### config.mk
export PLATFORM = sky130hd
export DESIGN_NAME = pipeline_hazard_ctrl
export DESIGN_NICKNAME = d
export VERILOG_FILES = /design/src/rtl/lv8_pipe_pkg.sv /design/src/rtl/hazard_slot.sv /design/src/rtl/pipeline_hazard_ctrl.sv
export SDC_FILE = /design/constraint.sdc
export NUM_CORES = 1
export LEC_CHECK = 0
export CAP_MARGIN = 20
export CELL_PAD_IN_SITES_DETAIL_PLACEMENT = 1
export CELL_PAD_IN_SITES_GLOBAL_PLACEMENT = 2
export CORE_ASPECT_RATIO = 0.6
export CORE_MARGIN = 3
export CORE_UTILIZATION = 36
export DETAILED_ROUTE_END_ITERATION = 7
export PLACE_DENSITY_LB_ADDON = 0.2
export SYNTH_ARGS = -nofsm -noshare
export SYNTH_HDL_FRONTEND = slang
export SYNTH_SLANG_ARGS = --single-unit
### constraint.sdc
create_clock -name clk -period 6.37 [get_ports clk]
set_clock_uncertainty 0.05 [all_clocks]
set_input_delay 0.637 -clock clk [delete_from_list [all_inputs] [get_ports clk]]
set_output_delay 0.637 -clock clk [all_outputs]
set_load 0.02 [all_outputs]
### src/rtl/lv8_pipe_pkg.sv
// Shared types and codes for the LEGv8 pipeline hazard controller.
package lv8_pipe_pkg;

    localparam int unsigned REG_W = 5;
    localparam int unsigned FWD_W = 2;

    localparam logic [FWD_W-1:0] FWD_RF    = 2'b00;
    localparam logic [FWD_W-1:0] FWD_EXMEM = 2'b10;
    localparam logic [FWD_W-1:0] FWD_MEMWB = 2'b01;

    localparam logic [REG_W-1:0] XZR = 5'd31;

    typedef enum logic {
        ST_INIT = 1'b0,
        ST_RUN  = 1'b1
    } state_t;

    // Shadow copy of one in-flight instruction's hazard-relevant fields
    typedef struct packed {
        logic             valid;
        logic [REG_W-1:0] rd;
        logic [REG_W-1:0] rs1;
        logic [REG_W-1:0] rs2;
        logic             uses_rs2;
        logic             reg_write;
        logic             mem_read;
    } slot_t;

    // True when a slot produces a register value that a reader of src needs
    function automatic logic slot_writes(input slot_t s, input logic [REG_W-1:0] src);
        return s.valid && s.reg_write && (s.rd != XZR) && (s.rd == src);
    endfunction

    // Forwarding source for one ALU operand; the younger MEM result beats WB
    function automatic logic [FWD_W-1:0] fwd_sel(input slot_t mem_s, input slot_t wb_s,
                                                  input logic [REG_W-1:0] src, input logic en);
        if (!en)                          return FWD_RF;
        else if (slot_writes(mem_s, src)) return FWD_EXMEM;
        else if (slot_writes(wb_s, src))  return FWD_MEMWB;
        else                              return FWD_RF;
    endfunction

endpackage

### src/rtl/hazard_slot.sv
// One shadow pipeline stage: holds an instruction's hazard fields.
module hazard_slot
    import lv8_pipe_pkg::*;
(
    input  logic  clk,
    input  logic  reset,
    input  logic  ld,
    input  logic  clr,
    input  slot_t d,
    output slot_t q
);

    // Clear takes priority so a bubble can be loaded on an advancing edge
    always_ff @(posedge clk or posedge reset) begin
        if (reset) begin
            q <= '0;
        end else if (clr) begin
            q <= '0;
        end else if (ld) begin
            q <= d;
        end
    end

endmodule

### src/rtl/pipeline_hazard_ctrl.sv
// Hazard/sequencing controller for the 5-stage LEGv8 pipeline.
module pipeline_hazard_ctrl
    import lv8_pipe_pkg::*;
#(
    parameter int unsigned INIT_CYCLES = 8,
    parameter int unsigned PERF_W      = 32
) (
    input  logic              clk,
    input  logic              reset,
    input  logic              id_valid,
    input  logic [4:0]        id_rs1,
    input  logic [4:0]        id_rs2,
    input  logic              id_uses_rs2,
    input  logic [4:0]        id_rd,
    input  logic              id_reg_write,
    input  logic              id_mem_read,
    input  logic              ex_branch_taken,
    input  logic              mem_stall,
    output logic              pc_write,
    output logic              ifid_write,
    output logic              ifid_flush,
    output logic              idex_bubble,
    output logic [1:0]        fwd_a,
    output logic [1:0]        fwd_b,
    output logic [PERF_W-1:0] stall_cnt,
    output logic [PERF_W-1:0] flush_cnt
);

    localparam int unsigned INIT_W = (INIT_CYCLES < 2) ? 1 : $clog2(INIT_CYCLES + 1);

    state_t            state;
    state_t            state_nxt;
    logic [INIT_W-1:0] init_cnt;
    logic              advance;
    logic              load_use;
    logic              stall_inc;
    logic              flush_inc;
    slot_t             id_slot;
    slot_t             ex_q;
    slot_t             mem_q;
    slot_t             wb_q;

    // State register
    always_ff @(posedge clk or posedge reset) begin
        if (reset) state <= ST_INIT;
        else       state <= state_nxt;
    end

    // Leave INIT on the edge where the hold counter reaches zero
    always_comb begin
        state_nxt = state;
        if (state == ST_INIT && init_cnt <= INIT_W'(1)) begin
            state_nxt = ST_RUN;
        end
    end

    // Start-up hold counter
    always_ff @(posedge clk or posedge reset) begin
        if (reset) begin
            init_cnt <= INIT_W'(INIT_CYCLES);
        end else if (state == ST_INIT && init_cnt != '0) begin
            init_cnt <= init_cnt - INIT_W'(1);
        end
    end

    // Load-use: EX holds a load whose destination the ID instruction reads
    assign load_use = ex_q.valid && ex_q.mem_read && (ex_q.rd != XZR) && id_valid &&
                      ((ex_q.rd == id_rs1) || (id_uses_rs2 && (ex_q.rd == id_rs2)));

    // Sequencing outputs by priority: mem stall, taken branch, load-use, advance
    always_comb begin
        pc_write    = 1'b0;
        ifid_write  = 1'b0;
        ifid_flush  = 1'b0;
        idex_bubble = 1'b1;
        stall_inc   = 1'b0;
        flush_inc   = 1'b0;
        if (state == ST_RUN) begin
            if (mem_stall) begin
                idex_bubble = 1'b0;
                stall_inc   = 1'b1;
            end else if (ex_branch_taken) begin
                pc_write    = 1'b1;
                ifid_write  = 1'b1;
                ifid_flush  = 1'b1;
                flush_inc   = 1'b1;
            end else if (load_use) begin
                stall_inc   = 1'b1;
            end else begin
                pc_write    = 1'b1;
                ifid_write  = 1'b1;
                idex_bubble = 1'b0;
            end
        end
    end

    // Performance counters, free-running modulo 2^PERF_W
    always_ff @(posedge clk or posedge reset) begin
        if (reset) begin
            stall_cnt <= '0;
            flush_cnt <= '0;
        end else begin
            if (stall_inc) stall_cnt <= stall_cnt + PERF_W'(1);
            if (flush_inc) flush_cnt <= flush_cnt + PERF_W'(1);
        end
    end

    // Pack the decoded ID instruction into slot form
    always_comb begin
        id_slot           = '0;
        id_slot.valid     = id_valid;
        id_slot.rd        = id_rd;
        id_slot.rs1       = id_rs1;
        id_slot.rs2       = id_rs2;
        id_slot.uses_rs2  = id_uses_rs2;
        id_slot.reg_write = id_reg_write;
        id_slot.mem_read  = id_mem_read;
    end

    assign advance = (state == ST_RUN) && !mem_stall;

    hazard_slot u_ex (
        .clk   (clk),
        .reset (reset),
        .ld    (advance),
        .clr   (advance && idex_bubble),
        .d     (id_slot),
        .q     (ex_q)
    );

    hazard_slot u_mem (
        .clk   (clk),
        .reset (reset),
        .ld    (advance),
        .clr   (1'b0),
        .d     (ex_q),
        .q     (mem_q)
    );

    hazard_slot u_wb (
        .clk   (clk),
        .reset (reset),
        .ld    (advance),
        .clr   (1'b0),
        .d     (mem_q),
        .q     (wb_q)
    );

    assign fwd_a = fwd_sel(mem_q, wb_q, ex_q.rs1, 1'b1);
    assign fwd_b = fwd_sel(mem_q, wb_q, ex_q.rs2, ex_q.uses_rs2);

endmodule

* Word-level counts from Yosys, hierarchy flattened *
Cells that the tools add are included.

storage, ports and cells
  bits in registers = 102
  latch bits = 0
  RAM bits = 0
  memory bits (read-only) = 0
  output and inout port bits = 72
  word-level logic and storage cells = 73
  memories = 0

cells by class
  $add $sub $neg = 3
  multipliers = 0
  divide/modulo/power cells = 0
  magnitude comparators = 1
  eq/ne operators = 9
  shift operators = 0
  mux-type cells = 21
  bitwise logic cells = 1
  reduce and logical (&&, ||, !) cells = 21

operators by type and width
  kind                     number
  $add A32 B1 Y32 const B  2
  $mux W19                 2
  $eq A5 B5 Y1             6
  $logic_and A1 B1 Y1      17
  $mux W1                  16
  $ne A5 B5 Y1 const B     3
  $mux W2                  3
  $le A4 B1 Y1 const B     1
  $reduce_bool A4 Y1       1
  $sub A4 B1 Y4 const B    1
  $reduce_bool A2 Y1       1
  $logic_not A1 Y1         1
  $logic_or A1 B1 Y1       1
  $not A1 Y1               1

* Longest topological paths before layout *
Gate-level depths: netlist (run 1).

  depth after elaboration = 10
  depth in mapped cells = 8
  gate-level depth less buffers = 7

* Cells and area by module *
Synthesis (run 1) repeated with hierarchy kept, for this count alone.

second synthesis, totals
  cell total of the unflattened synthesis = 538
  area total of the unflattened synthesis = 6005.8 µm²

modules (own cells, without submodules)
  module                times used  cells an instance  area each (µm²)  sequential area each (µm²)
  pipeline_hazard_ctrl  1           352                3659.8           1727.9
  hazard_slot           3           62                 782.0            475.5

* Least setup slack after synthesis (run 1) *
Ideal clock, no wire load.

  path kind = in2out
  from = input id_rs2[3]
  to = output idex_bubble
  arrival = 1.947 ns
  data required time = 5.683 ns
  setup slack = 3.736 ns
  stages = 6
  buffers on the path = 0
  cell sequence = xor2_1 > nor4_2 > a32oi_2 > nor2_1 > nor2_1 > o21ai_0

between the ends
  longest elaborated chain between the ends = 8

ends and longest elaborated chain
  what                 line                        source
  start, declared      pipeline_hazard_ctrl.sv:12  input logic [4:0] id_rs2,
  $eq A5 B5 Y1         pipeline_hazard_ctrl.sv:68  ((ex_q.rd == id_rs1) || (id_uses_rs2 && (ex_q.rd == id_rs2)));
  $logic_and A1 B1 Y1  pipeline_hazard_ctrl.sv:68
  $logic_or A1 B1 Y1   pipeline_hazard_ctrl.sv:68
  $logic_and A1 B1 Y1  pipeline_hazard_ctrl.sv:67  assign load_use = ex_q.valid && ex_q.mem_read && (ex_q.rd != XZR) && id_valid &&
  $mux W1              pipeline_hazard_ctrl.sv:87  end else if (load_use) begin
  $mux W1              pipeline_hazard_ctrl.sv:82  end else if (ex_branch_taken) begin
  $mux W1              pipeline_hazard_ctrl.sv:79  if (mem_stall) begin
  $mux W1              pipeline_hazard_ctrl.sv:78  if (state == ST_RUN) begin
  end, declared        pipeline_hazard_ctrl.sv:22  output logic idex_bubble,

Every way passes these cells.

* Final worst setup path (run 1) *
Same ends and word-level chain as after synthesis.

==> results.tsv, run 1 <==
metric	value	unit
status	finished clean	
ys_types	38	
postRouteAntennaNets	0	
wire_per_inst	18.27	um
num-fill-cells	1336	
reg2regPathDepth	6	
yosys.area_share.simple	16.79	%
slowest_delay	0.65	ns
holdBufCountCts	0	
clock_sinks	102	
r2r_slack	3.89	ns
clkTransAtPathRegs	0.07	ns
clockBufferDepth	2	
antenna_found_initial	0	
slew_viol_final	0	
worstMarginPinSlew	0.7692	ns
startpoint_type	primary input	
end_kind	output pin	
arrival	2.95	ns
postCtsSetupBuffers	0	
yosysMostFrequentCell	dfrtp_1	
grt_max_degree	56	
ioPinCount	95	
r2r-start	u_ex.q[16]	
ctsResizeCount	0	
worst_hold_slack	0.4198	ns
initial_core_util	38.19	%
critPathMaxFanout	3	
vias	3508	
yosys.area.top_type	dfrtp_1	
totalNegativeSetupSlack	0	ns
timing.fmax	0.2751	GHz
ys_seq_area_share	53.37	%
cts_root_buf	clkbuf_16	
fp-row-count	31	
synth_edf_count	0	
irDropWorstVdd	143.6	uV
fin_crit_sh	57.06	%
drcViolationCount	0	
grt_pass1_wl	20670	um
final_core_util	49.50	%
ys_seq_elements	102	
hold_viol	0	
cts_htree_levels	3	
synth_adder_area_share	1.046	%
die_x	154.8	um
rr_endpoint	stall_cnt[1]	
yosysWarnings	0	
area_growth	29.60	%
tritoncts	done	
synth_top_area_share	52.82	%
grt_pass1_vias	3709	
clock_latency	0.35	ns
synthMuxAreaShare	3.766	%
drive_above_1_share	8.880	%
synth_ff_type	dfrtp_1	
async_flop_share	100.0	%
synth_area_leaders	dfrtp_1 53%, xnor2_1 11%, xor2_1 5.9%, mux2_2 3.8%, nand4_1 3.4%	
routed_via_density	5.136	
finalWirelength	12480	um
hold_depth	1	
slowest_stage	clkdlybuf4s50_1	
io_buffers	94	
dr.pass1.iters	4	
insertedDiodeCount	0	
hold_path.class	flip-flop to flip-flop	
post_synth_inst_count	416	
fin_ws	2.735	ns
synth_compound_area_share	5.518	%
synthTopCellsByCount	101 x dfrtp_1, 61 x xnor2_1, 32 x xor2_1	
rsz0062_at_grt	no	
cp_top_family	buffers and inverters	
grt_usage	17.91	%
critical_path.cell_chain	clkdlybuf4s50_1 -> xor2_1 -> nor4_2 -> a32oi_2 -> nor2_1 -> nor2_1 -> o21ai_0 -> clkdlybuf4s50_1	
synth.avg_cell_area	11.50	um2
cp_num_buf_inv	2	
overflow	0	
path_class	primary input to output pin	
syn_nets	443	
core_area	12530	um2
synth_top_family_by_area	XOR/XNOR gates	
dp_slack	2.761	ns
dp_hpwl	9370	um
cts_buffers	9	
min_period	3.635	ns
die-height	95.30	um
power_density	271.2	nW/um2
syn_area	4785	um2
hold_end	flush_cnt[31]	
setup_viol	0	
leakagePower	2.683	nW
place_congestion	0.7851	
cp_data_required_time	5.68	ns
synth_xor_area_share	17.02	%
relSlewSlack	48.44	%
die_area	14760	um2
final_nets	540	
hold_start	flush_cnt[31]	
drt-initial-drc-count	177	
maxCapViolCount	0	
cell families (layout without fill, tap and decap cells):
group                    count (synthesis)  count (layout)
AO/OA/AOI/OAI                           30              30
XOR/XNOR                                93              93
adder cells (fa/ha/maj)                  4               4
buffers and inverters                   23             125
flip-flops                             102             102
multiplexers                            16              16
AND/OR/NAND/NOR                        148             148
registers in the layout, indices dropped and copies added (netlist names):
register   cells
flush_cnt     32
init_cnt       4
stall_cnt     32
u_mem.q        7
u_ex.q        19
u_wb.q         7
state          1
cell usage in the layout, fill, tap and decap left out, drive strengths merged, types with 8 or more instances in the layout:
master	Yosys	routed
xor2	32	32
nor4	8	8
mux2	16	16
inv	11	11
and3	15	15
nand3	25	25
clkdlybuf4s50	0	94
dfrtp	101	101
nor3	11	11
nand2	30	30
a22o	19	19
clkbuf	5	10
xnor2	61	61
nand4	26	26
nor2	20	20
per-stage QoR:
stage	power [mW]	instance area (um2)	cells
2_1_floorplan	0.9678	4785	416
3_3_place_gp	1.118	5879	666
3_5_place_dp	1.128	5891	667
4_1_cts	1.706	6201	683
5_1_grt	1.768	6201	683
6_report	1.682	6201	683
area by class of cell:
| type | count | area, um2 | share of cell area (%) |
|---|---|---|---|
| clock inverters | 6 | 71.32 | 1.150 |
| repair buffers | 98 | 974.7 | 15.72 |
| multi-input cells | 291 | 2112 | 34.06 |
| inverters | 11 | 43.79 | 0.7062 |
| clock buffers | 10 | 239.0 | 3.854 |
| well taps | 165 | 206.4 | 3.329 |
| flip-flops and latches | 102 | 2554 | 41.18 |
per-layer routing:
layer	GRT usage, %	vias up	wire, um	share of wire, %
met2	24.64	83	5068	41
met5	0	-	0	0
met4	4.409	0	101	0.81
li1	-	1651	-	-
met3	4.580	10	664	5.3
met1	27.81	1764	6644	53
worst max-delay path by stage:
stage	start	end	slack [ns]	depth (start not counted)
detailed placement	id_rs2[3]	idex_bubble	2.76	8
global placement	id_rs2[3]	idex_bubble	2.71	8
CTS	id_rs2[3]	idex_bubble	2.70	8
floorplan	reset	flush_cnt[0]	3.01	1
global route	id_rs2[3]	idex_bubble	2.59	8
finish	id_rs2[3]	idex_bubble	2.73	8
worst reg2reg max path: stages, from the launching register on:
cell	delay, ns
dfrtp_1	0.47
xor2_1	0.20
nor4_2	0.34
a32oi_2	0.22
o41ai_4	0.31
buf_4	0.38
mux2_2	0.39
power by group:
part | internal (mW) | switching (mW) | leakage (nW)
sequential | 0.707 | 0.0884 | 1.36
clock | 0.317 | 0.249 | 0.145
combinational | 0.158 | 0.161 | 1.18
No activity file was read; power rests on OpenSTA's default activity.
==> run 2: changes to the inputs <==
--- a/config.mk
+++ b/config.mk
@@ -10,7 +10,7 @@
 export CELL_PAD_IN_SITES_GLOBAL_PLACEMENT = 2
 export CORE_ASPECT_RATIO = 0.6
 export CORE_MARGIN = 3
-export CORE_UTILIZATION = 36
+export CORE_UTILIZATION = 30
 export DETAILED_ROUTE_END_ITERATION = 7
 export PLACE_DENSITY_LB_ADDON = 0.2
 export SYNTH_ARGS = -nofsm -noshare
==> constraint.sdc (replaced) <==
create_clock -name clk -period 3.2 [get_ports clk]
set_clock_uncertainty 0.05 [all_clocks]
set_input_delay 0.32 -clock clk [delete_from_list [all_inputs] [get_ports clk]]
set_output_delay 0.32 -clock clk [all_outputs]
set_load 0.02 [all_outputs]
==> results.tsv, run 2 (synthesized netlist as in run 1, its figures left out) <==
metric	value	unit	change
status	finished clean		unchanged
wire_per_inst	17.44	um	was 18.27 um
cp_num_buf_inv	1		was 2
worstMarginPinSlew	0.6814	ns	was 0.7692 ns
critical_path.cell_chain	xor2_1 -> nor4_2 -> a32oi_2 -> nor2_1 -> nor2_1 -> o21ai_0 -> clkdlybuf4s50_1		was clkdlybuf4s50_1 -> xor2_1 -> nor4_2 -> a32oi_2 -> nor2_1 -> nor2_1 -> o21ai_0 -> clkdlybuf4s50_1
path_class	flip-flop to output pin		was primary input to output pin
timing.fmax	0.3411	GHz	
gr-usage-met3	3.509	%	was 4.580%
ctsResizeCount	0		unchanged
startpoint_type	flip-flop		was primary input
swShare	29.11	%	was 29.67%
internal-power	2.418	mW	was 1.183 mW
cp_top_family	buffers and inverters		unchanged
relSlewSlack	54.33	%	was 48.44%
worst_hold_slack	0.3709	ns	was 0.4198 ns
cp_data_required_time	2.83	ns	was 5.68 ns
routed_via_density	4.905		was 5.136
vias	3546		was 3508
critPathMaxFanout	5		was 3
overflow	0		unchanged
dp_slack	0.3304	ns	was 2.761 ns
dr.pass1.iters	4		unchanged
rsz0062_at_grt	no		unchanged
gr-usage-met1	23.35	%	was 27.81%
slew_viol_final	0		unchanged
irDropWorstVdd	358.6	uV	was 143.6 uV
dp_cells	707		was 667
seqPwrFrac	46.4	%	was 47.3%
io_buffers	94		unchanged
slowest_stage	clkdlybuf4s50_1		unchanged
initial_core_util	30.95	%	was 38.19%
grt_use_met2	20.70	%	was 24.64%
p_clk_share	35.0	%	was 33.7%
finalWirelength	12610	um	was 12480 um
grt_usage	14.82	%	was 17.91%
fin_ws	0.2683	ns	was 2.735 ns
fin_crit_sh	91.62	%	
power_density	542.6	nW/um2	was 271.2 nW/um2
cts_htree_levels	3		unchanged
core_area	15460	um2	was 12530 um2
holdBufCountCts	0		unchanged
setup_viol	0		unchanged
die-height	103.8	um	was 95.30 um
place_congestion	0.7882		was 0.7851
min_period	2.932	ns	
cts_buffers	9		unchanged
grt_max_degree	55		was 56
slowest_delay	0.63	ns	was 0.65 ns
fin_cells	723		was 683
drcViolationCount	0		unchanged
final_nets	542		was 540
arrival	2.56	ns	was 2.95 ns
top_regs	flush_cnt (32), stall_cnt (32), u_ex.q (19)		unchanged
p_comb_share	18.6	%	was 19.0%
drive_above_1_share	9.038	%	was 8.880%
cts_root_buf	clkbuf_16		unchanged
leakagePower	2.703	nW	was 2.683 nW
final_core_util	40.66	%	was 49.50%
placed_cell_area	5962	um2	was 5891 um2
busiest_layer	met1		unchanged
antenna_found_initial	0		unchanged
insertedDiodeCount	0		unchanged
drt-initial-drc-count	176		was 177
ioPinCount	95		unchanged
clkTransAtPathRegs	0.07	ns	about the same
crit_path_frequent_cell	nor2_1		
layout_commonest_cell	dfrtp_1		unchanged
totalNegativeSetupSlack	0	ns	unchanged
tritoncts	done		unchanged
switchingPower	993.0	uW	was 499.0 uW
fp-row-count	35		was 31
end_kind	output pin		unchanged
die_area	17550	um2	was 14760 um2
postRouteAntennaNets	0		unchanged
clock_sinks	102		unchanged
final_cell_mix	101 x dfrtp_1, 94 x clkdlybuf4s50_1, 61 x xnor2_1		unchanged
maxCapViolCount	0		unchanged
hold_viol	0		unchanged
hold_path.class	primary input to async pin		was flip-flop to flip-flop
num-fill-cells	1675		was 1336
clock_latency	0.34	ns	was 0.35 ns
total_power	3.411	mW	was 1.682 mW
postCtsSetupBuffers	0		unchanged
dp_hpwl	9350	um	was 9370 um
die_x	169.0	um	was 154.8 um
grt_pass1_wl	20960	um	was 20670 um
fin_area	6286	um2	was 6201 um2
clockBufferDepth	2		unchanged
area_growth	31.38	%	was 29.60%
grt_pass1_vias	3735		was 3709
-- run 2: cell count changes in the layout (fill, tap and decap cells not counted), sizes merged --
cell	change
buf	+2
clkinv	-2
bufinv	+1
inv	+1
-- run 2: metal layers --
layer	vias to the layer above	routed length, um
met5	-	0
met3	5	541
met4	0	60
met2	61	5241
li1	1647	-
met1	1833	6769
-- run 2: power groups by stage --
stage | Combinational (mW) | Clock (mW) | Sequential [mW]
2_1_floorplan | 0.279 | 0 | 1.65
3_3_place_gp | 0.637 | 0 | 1.60
3_5_place_dp | 0.646 | 0 | 1.60
4_1_cts | 0.647 | 1.25 | 1.58
5_1_grt | 0.688 | 1.30 | 1.61
6_report | 0.634 | 1.19 | 1.58
-- run 2: area by class of cell --
class                      count  area, um2  share of cell area, %
clock inverter                 6      95.09                  1.513
inverter                      11      43.79                 0.6967
clock buffer                  10      229.0                  3.643
timing repair buffer         100      998.5                  15.88
tap                          203      254.0                  4.041
multi-input combinational    291       2112                  33.60
sequential                   102       2554                  40.63
-- run 2: path summary, 6_finish.rpt --
kind / start / cells past startpoint / end / slack, ns
min: reset / 2 / flush_cnt[31] / 0.37
min reg2reg: flush_cnt[31] / 1 / flush_cnt[31] / 0.43
min in group clk: flush_cnt[31] / 1 / flush_cnt[31] / 0.43
max: u_ex.q[16] / 7 / idex_bubble / 0.27
max reg2reg: u_ex.q[16] / 6 / stall_cnt[1] / 0.80
max in group asynchronous: reset / 3 / init_cnt[3] / 1.95
==> run 3: changes to the inputs <==
--- a/config.mk
+++ b/config.mk
@@ -12,7 +12,7 @@
 export CORE_MARGIN = 3
 export CORE_UTILIZATION = 30
 export DETAILED_ROUTE_END_ITERATION = 7
-export PLACE_DENSITY_LB_ADDON = 0.2
+export PLACE_DENSITY_LB_ADDON = 0.1
 export SYNTH_ARGS = -nofsm -noshare
 export SYNTH_HDL_FRONTEND = slang
 export SYNTH_SLANG_ARGS = --single-unit
==> results.tsv, run 3 (synthesized netlist as in run 1, its figures left out) <==
metric	value	unit	change
cts_buffers	9		unchanged
final_nets	546		was 542
critPathMaxFanout	5		unchanged
clock_latency	0.34	ns	about the same
dp_hpwl	9649	um	was 9350 um
fp-row-count	35		unchanged
fin_area	6281	um2	was 6286 um2
top_regs	flush_cnt (32), stall_cnt (32), u_ex.q (19)		unchanged
grt_usage	15.32	%	was 14.82%
ioPinCount	95		unchanged
startpoint_type	flip-flop		unchanged
totalNegativeSetupSlack	0	ns	unchanged
clock_sinks	102		unchanged
postRouteAntennaNets	0		unchanged
min_period	2.836	ns	was 2.932 ns
dr.pass1.iters	4		unchanged
drive_above_1_share	9.751	%	was 9.038%
wire_per_inst	17.48	um	was 17.44 um
relSlewSlack	57.61	%	was 54.33%
cp_data_required_time	2.83	ns	about the same
die-height	103.8	um	unchanged
clockBufferDepth	2		unchanged
hold_path.class	primary input to async pin		unchanged
area_growth	31.28	%	was 31.38%
die_x	169.0	um	unchanged
num-fill-cells	1696		was 1675
maxCapViolCount	0		unchanged
final_cell_mix	101 x dfrtp_1, 93 x clkdlybuf4s50_1, 61 x xnor2_1		was 101 x dfrtp_1, 94 x clkdlybuf4s50_1, 61 x xnor2_1
leakagePower	2.726	nW	was 2.703 nW
place_congestion	0.7650		was 0.7882
end_kind	output pin		unchanged
drcViolationCount	0		unchanged
layout_commonest_cell	dfrtp_1		unchanged
status	finished clean		unchanged
drt-initial-drc-count	198		was 176
clkTransAtPathRegs	0.07	ns	about the same
rr_endpoint	stall_cnt[1]		unchanged
r2r_slack	0.80	ns	about the same
holdBufCountCts	0		unchanged
vias	3477		was 3546
slew_viol_final	0		unchanged
fin_crit_sh	88.63	%	was 91.62%
arrival	2.47	ns	was 2.56 ns
grt_max_degree	48		was 55
power_density	517.4	nW/um2	was 542.6 nW/um2
timing.fmax	0.3526	GHz	was 0.3411 GHz
worstMarginPinSlew	0.6359	ns	was 0.6814 ns
overflow	0		unchanged
setup_viol	0		unchanged
tritoncts	done		unchanged
irDropWorstVdd	360.9	uV	was 358.6 uV
final_core_util	40.63	%	was 40.66%
placed_cell_area	6005	um2	was 5962 um2
path_class	flip-flop to output pin		unchanged
reg2regPathDepth	6		unchanged
r2r-start	u_ex.q[13]		was u_ex.q[16]
insertedDiodeCount	0		unchanged
initial_core_util	30.95	%	unchanged
cts_htree_levels	3		unchanged
hold_viol	0		unchanged
antenna_found_initial	0		unchanged
grt_pass1_vias	3668		was 3735
rsz0062_at_grt	no		unchanged
finalWirelength	12690	um	was 12610 um
routed_via_density	4.789		was 4.905
worst_hold_slack	0.3735	ns	was 0.3709 ns
core_area	15460	um2	unchanged
die_area	17550	um2	unchanged
io_buffers	94		unchanged
grt_pass1_wl	21330	um	was 20960 um
cts_root_buf	clkbuf_16		unchanged
==> run 3: cell count changes in the layout (fill, tap and decap cells not counted) <==
cell             change
buf_4                +3
bufinv_16            -2
clkinv_2             +2
buf_12               +1
clkbuf_1             -1
clkbuf_8             +1
clkdlybuf4s50_1      -1
clkinvlp_4           -1
dlymetal6s2s_1       +1
inv_6                +1
inv_8                -1
==> run 3: layer usage <==
metal / track usage (%) / wire [um] / up-vias
li1: - / - / 1660
met4: 2.606 / 90 / 0
met1: 25.97 / 7110 / 1741
met3: 3.242 / 611 / 8
met5: 0 / 0 / -
met2: 19.56 / 4881 / 68
==> run 3: worst max path at each step <==
stage                     from           end  slack, ns
CTS                 u_ex.q[13]   idex_bubble       0.03
finish              u_ex.q[13]    ifid_write       0.36
detailed placement   id_rs2[3]   idex_bubble       0.11
floorplan                reset  flush_cnt[0]       0.16
global route        u_wb.q[15]      fwd_a[0]       0.20
global placement     id_rs2[3]   idex_bubble       0.18
==> run 3: power by group <==
| group | switching [mW] | total [mW] | internal [mW] |
|---|---|---|---|
| Combinational | 0.319 | 0.641 | 0.323 |
| Clock | 0.479 | 1.03 | 0.546 |
| Sequential | 0.175 | 1.58 | 1.41 |
==> run 3: area by class of cell <==
class	instances	area, um2	area share, %
sequential	102	2554	40.66
multi-input combinational	291	2112	33.63
timing repair buffer	104	1044	16.61
tap	203	254.0	4.044
clock buffer	10	239.0	3.805
inverter	11	43.79	0.6972
clock inverter	5	35.03	0.5578
==> run 3: what timing repair did <==
action,4_1_cts,5_1_grt
buffers inserted,0,0
gates resized for setup,0,1
endpoints found under the setup margin,0,1
==> run 3: through the flow <==
stage               power [mW]  cells  worst slack, ns
detailed placement       2.257    711           0.1084
finish                   3.250    726           0.3639
global placement         2.245    711           0.1775
CTS                      3.304    726          0.02771
floorplan                1.927    416           0.1562
global route             3.434    726           0.1997
==> run 3: worst max-delay path, cell delays in order, from the launching register on <==
cell             delay (ns)
dfrtp_1                0.46
xor2_1                 0.20
nor4_2                 0.36
a32oi_2                0.23
nor3_1                 0.24
nor2_1                 0.08
clkdlybuf4s50_1        0.55
==> RTL change (config.mk and constraints of run 2) <==
Change the parameter `INIT_CYCLES` from 8 to 16.
--- a/src/rtl/pipeline_hazard_ctrl.sv
+++ b/src/rtl/pipeline_hazard_ctrl.sv
@@ -2,7 +2,7 @@
 module pipeline_hazard_ctrl
     import lv8_pipe_pkg::*;
 #(
-    parameter int unsigned INIT_CYCLES = 8,
+    parameter int unsigned INIT_CYCLES = 16,
     parameter int unsigned PERF_W      = 32
 ) (
     input  logic              clk,
Check against the original RTL: not equivalent (Yosys sat finds a counterexample within 10 cycles, from zero or initial values and one cycle with reset high).
==> RTL change against run 2 <==
- final area up 1.8%
- setup slack better by 0.091 ns
- routed wire length up 5.8%
- power down 2.3%
- combinational power about the same
- sequential cell count up 1
- sequential power up 3%
- sequential share of layout area down 0.32 points
- synthesized area up 2.0%
- worst hold slack worse by 0.070 ns
- global-route usage up 0.74 points
- critical path type unchanged
- critical endpoint unchanged
- highest routed layer unchanged
==> RTL change: results (changes against run 2) <==
[status]
status=complete, no violations  ; unchanged

[clock_tree]
ctsResizeCount=0  ; unchanged
clkLatencyLatePin_ns=0.35
htree_levels=3  ; unchanged
cts_buffers=9  ; unchanged
clock_path_buffers=2  ; unchanged
ctsHoldBuffers=0  ; unchanged
cts_setup_buffers=0  ; unchanged

[global_routing]
antenna_found_initial=0  ; unchanged
grt_pass1_vias=3901  ; was 3735
grt_use_met1=0.2417  ; was 0.2335
gr-usage-met3=0.04234  ; was 0.03509
track_usage=0.1556  ; was 0.1482
grt_util_met2=0.2168  ; was 0.2070
grt_pass1_wl_mm=22.08  ; was 20.96 mm
grt_max_degree=46  ; was 55

[yosys]
async_reset_ff_frac=1.000  ; unchanged
yosysUniqueCellTypes=46  ; was 38
synth_common_cells=102 x dfrtp_1, 74 x nand2_1, 58 x xnor2_1, 35 x xor2_1, 25 x nand3_1  ; was 101 x dfrtp_1, 61 x xnor2_1, 32 x xor2_1, 30 x nand2_1, 26 x nand4_1
synth_warnings=0  ; unchanged
synth-seq-area-share=0.5282  ; was 0.5337
ys.flop_type=dfrtp_1  ; unchanged
synth_area_leaders=dfrtp_1 52%, xnor2_1 10%, xor2_1 6.3%  ; was dfrtp_1 53%, xnor2_1 11%, xor2_1 5.9%
syn_nets=482  ; was 443
synth_edf_count=0  ; unchanged

[layout]
drive_gt1_frac=0.07447  ; was 0.09038
fin_nets=586  ; was 542
reg_top3=flush_cnt x32, stall_cnt x32, u_ex.q x19  ; unchanged
antenna_cells=0  ; unchanged

[power]
p_leak_uw=0.002862  ; was 0.002703 µW
peakVddDrop_uv=347.0  ; was 358.6 µV

[drt]
wl_per_cell_um=17.40  ; was 17.44 µm
drt_first_iter_violations=191  ; was 176
vias=3727  ; was 3546
drt_first_pass_iters=4  ; unchanged

[critical_path]
cp_slowest_cell=clkdlybuf4s50_1  ; unchanged
worstPathArrival_ns=2.47  ; was 2.56 ns
max_stage_delay_ns=0.63  ; about the same

[placed_design]
place_area_mm2=0.006108  ; was 0.005962 mm²
dp_hpwl_mm=9.890  ; was 9.350 mm
place_ws_ns=0.4542  ; was 0.3304 ns
gp_congestion=0.8311  ; was 0.7882

[sta]
worst_pin_slew_ns=0.6602  ; was 0.6814 ns

[min_path]
hold_path.class=input pin to asynchronous set/reset pin  ; unchanged

-- RTL change: logic make-up after synthesis --
kind of cell,count (synthesis),synth area share
xor gates and xnor gates,93,0.1668
buffers and inverters,21,0.02050
DFF,103,0.5282
AOI/OAI and AO/OA,34,0.06023
adders and majority gates,4,0.01025
muxes,1,0.002306
and+or+nand+nor,199,0.2117
-- RTL change: power by group --
part | switching [µW] | internal [µW]
Combinational | 322 | 312
Clock | 533 | 548
Sequential | 204 | 1420
Total | 1060 | 2280
-- RTL change: worst register-to-register path, stage by stage (launching register included) --
cell and delay [ns]:
dfrtp_1 0.49, nand4_2 0.21, nor4_1 0.65, and3_1 0.30, a41oi_4 0.22, nand2b_4 0.21
xnor2_1 0.12
-- RTL change: cell type report --
class / count / area, µm²
multi-input combinational: 331 / 2203
fill: 1740 / 9236
timing repair buffer: 105 / 1036
clock inverter: 7 / 63.81
inverter: 9 / 36.28
sequential: 103 / 2579
tap: 203 / 254.0
clock buffer: 9 / 225.2
-- RTL change: path summary, 6_finish.rpt --
| path | startpoint | to | slack (ns) | cells after the start |
|---|---|---|---|---|
| hold reg to reg | init_cnt[4]$_DFFE_PP1P_ | init_cnt[4]$_DFFE_PP1P_ | 0.43 | 1 |
| hold / removal | reset | stall_cnt[31]$_DFFE_PP0P_ | 0.30 | 2 |
| setup reg to reg | stall_cnt[3]$_DFFE_PP0P_ | stall_cnt[29]$_DFFE_PP0P_ | 0.85 | 6 |
| max in group asynchronous | reset | stall_cnt[16]$_DFFE_PP0P_ | 2.06 | 3 |
| min in group clk | init_cnt[4]$_DFFE_PP1P_ | init_cnt[4]$_DFFE_PP1P_ | 0.43 | 1 |
| setup / recovery | u_ex.q[17]$_DFFE_PP0P_ | idex_bubble | 0.36 | 7 |
-- RTL change: metrics by stage --
| step | instances | hold WS, ns | util |
|---|---|---|---|
| 2_1_floorplan | 455 | 0.3891 | - |
| 6_report | 767 | 0.3007 | 0.4092 |
| 3_5_place_dp | 751 | 0.4137 | 0.3907 |
| 5_1_grt | 767 | 0.3313 | 0.4092 |
| 4_1_cts | 767 | 0.3126 | 0.4092 |
| 3_3_place_gp | 751 | 0.3974 | 0.3907 |
-- RTL change: metal layers --
| layer | routed length (µm) | part of all wire | vias up |
|---|---|---|---|
| met4 | 69 | 0.0052 | 0 |
| li1 | - | - | 1769 |
| met2 | 5461 | 0.41 | 94 |
| met3 | 819 | 0.061 | 4 |
| met1 | 6992 | 0.52 | 1860 |
| met5 | 0 | 0 | - |
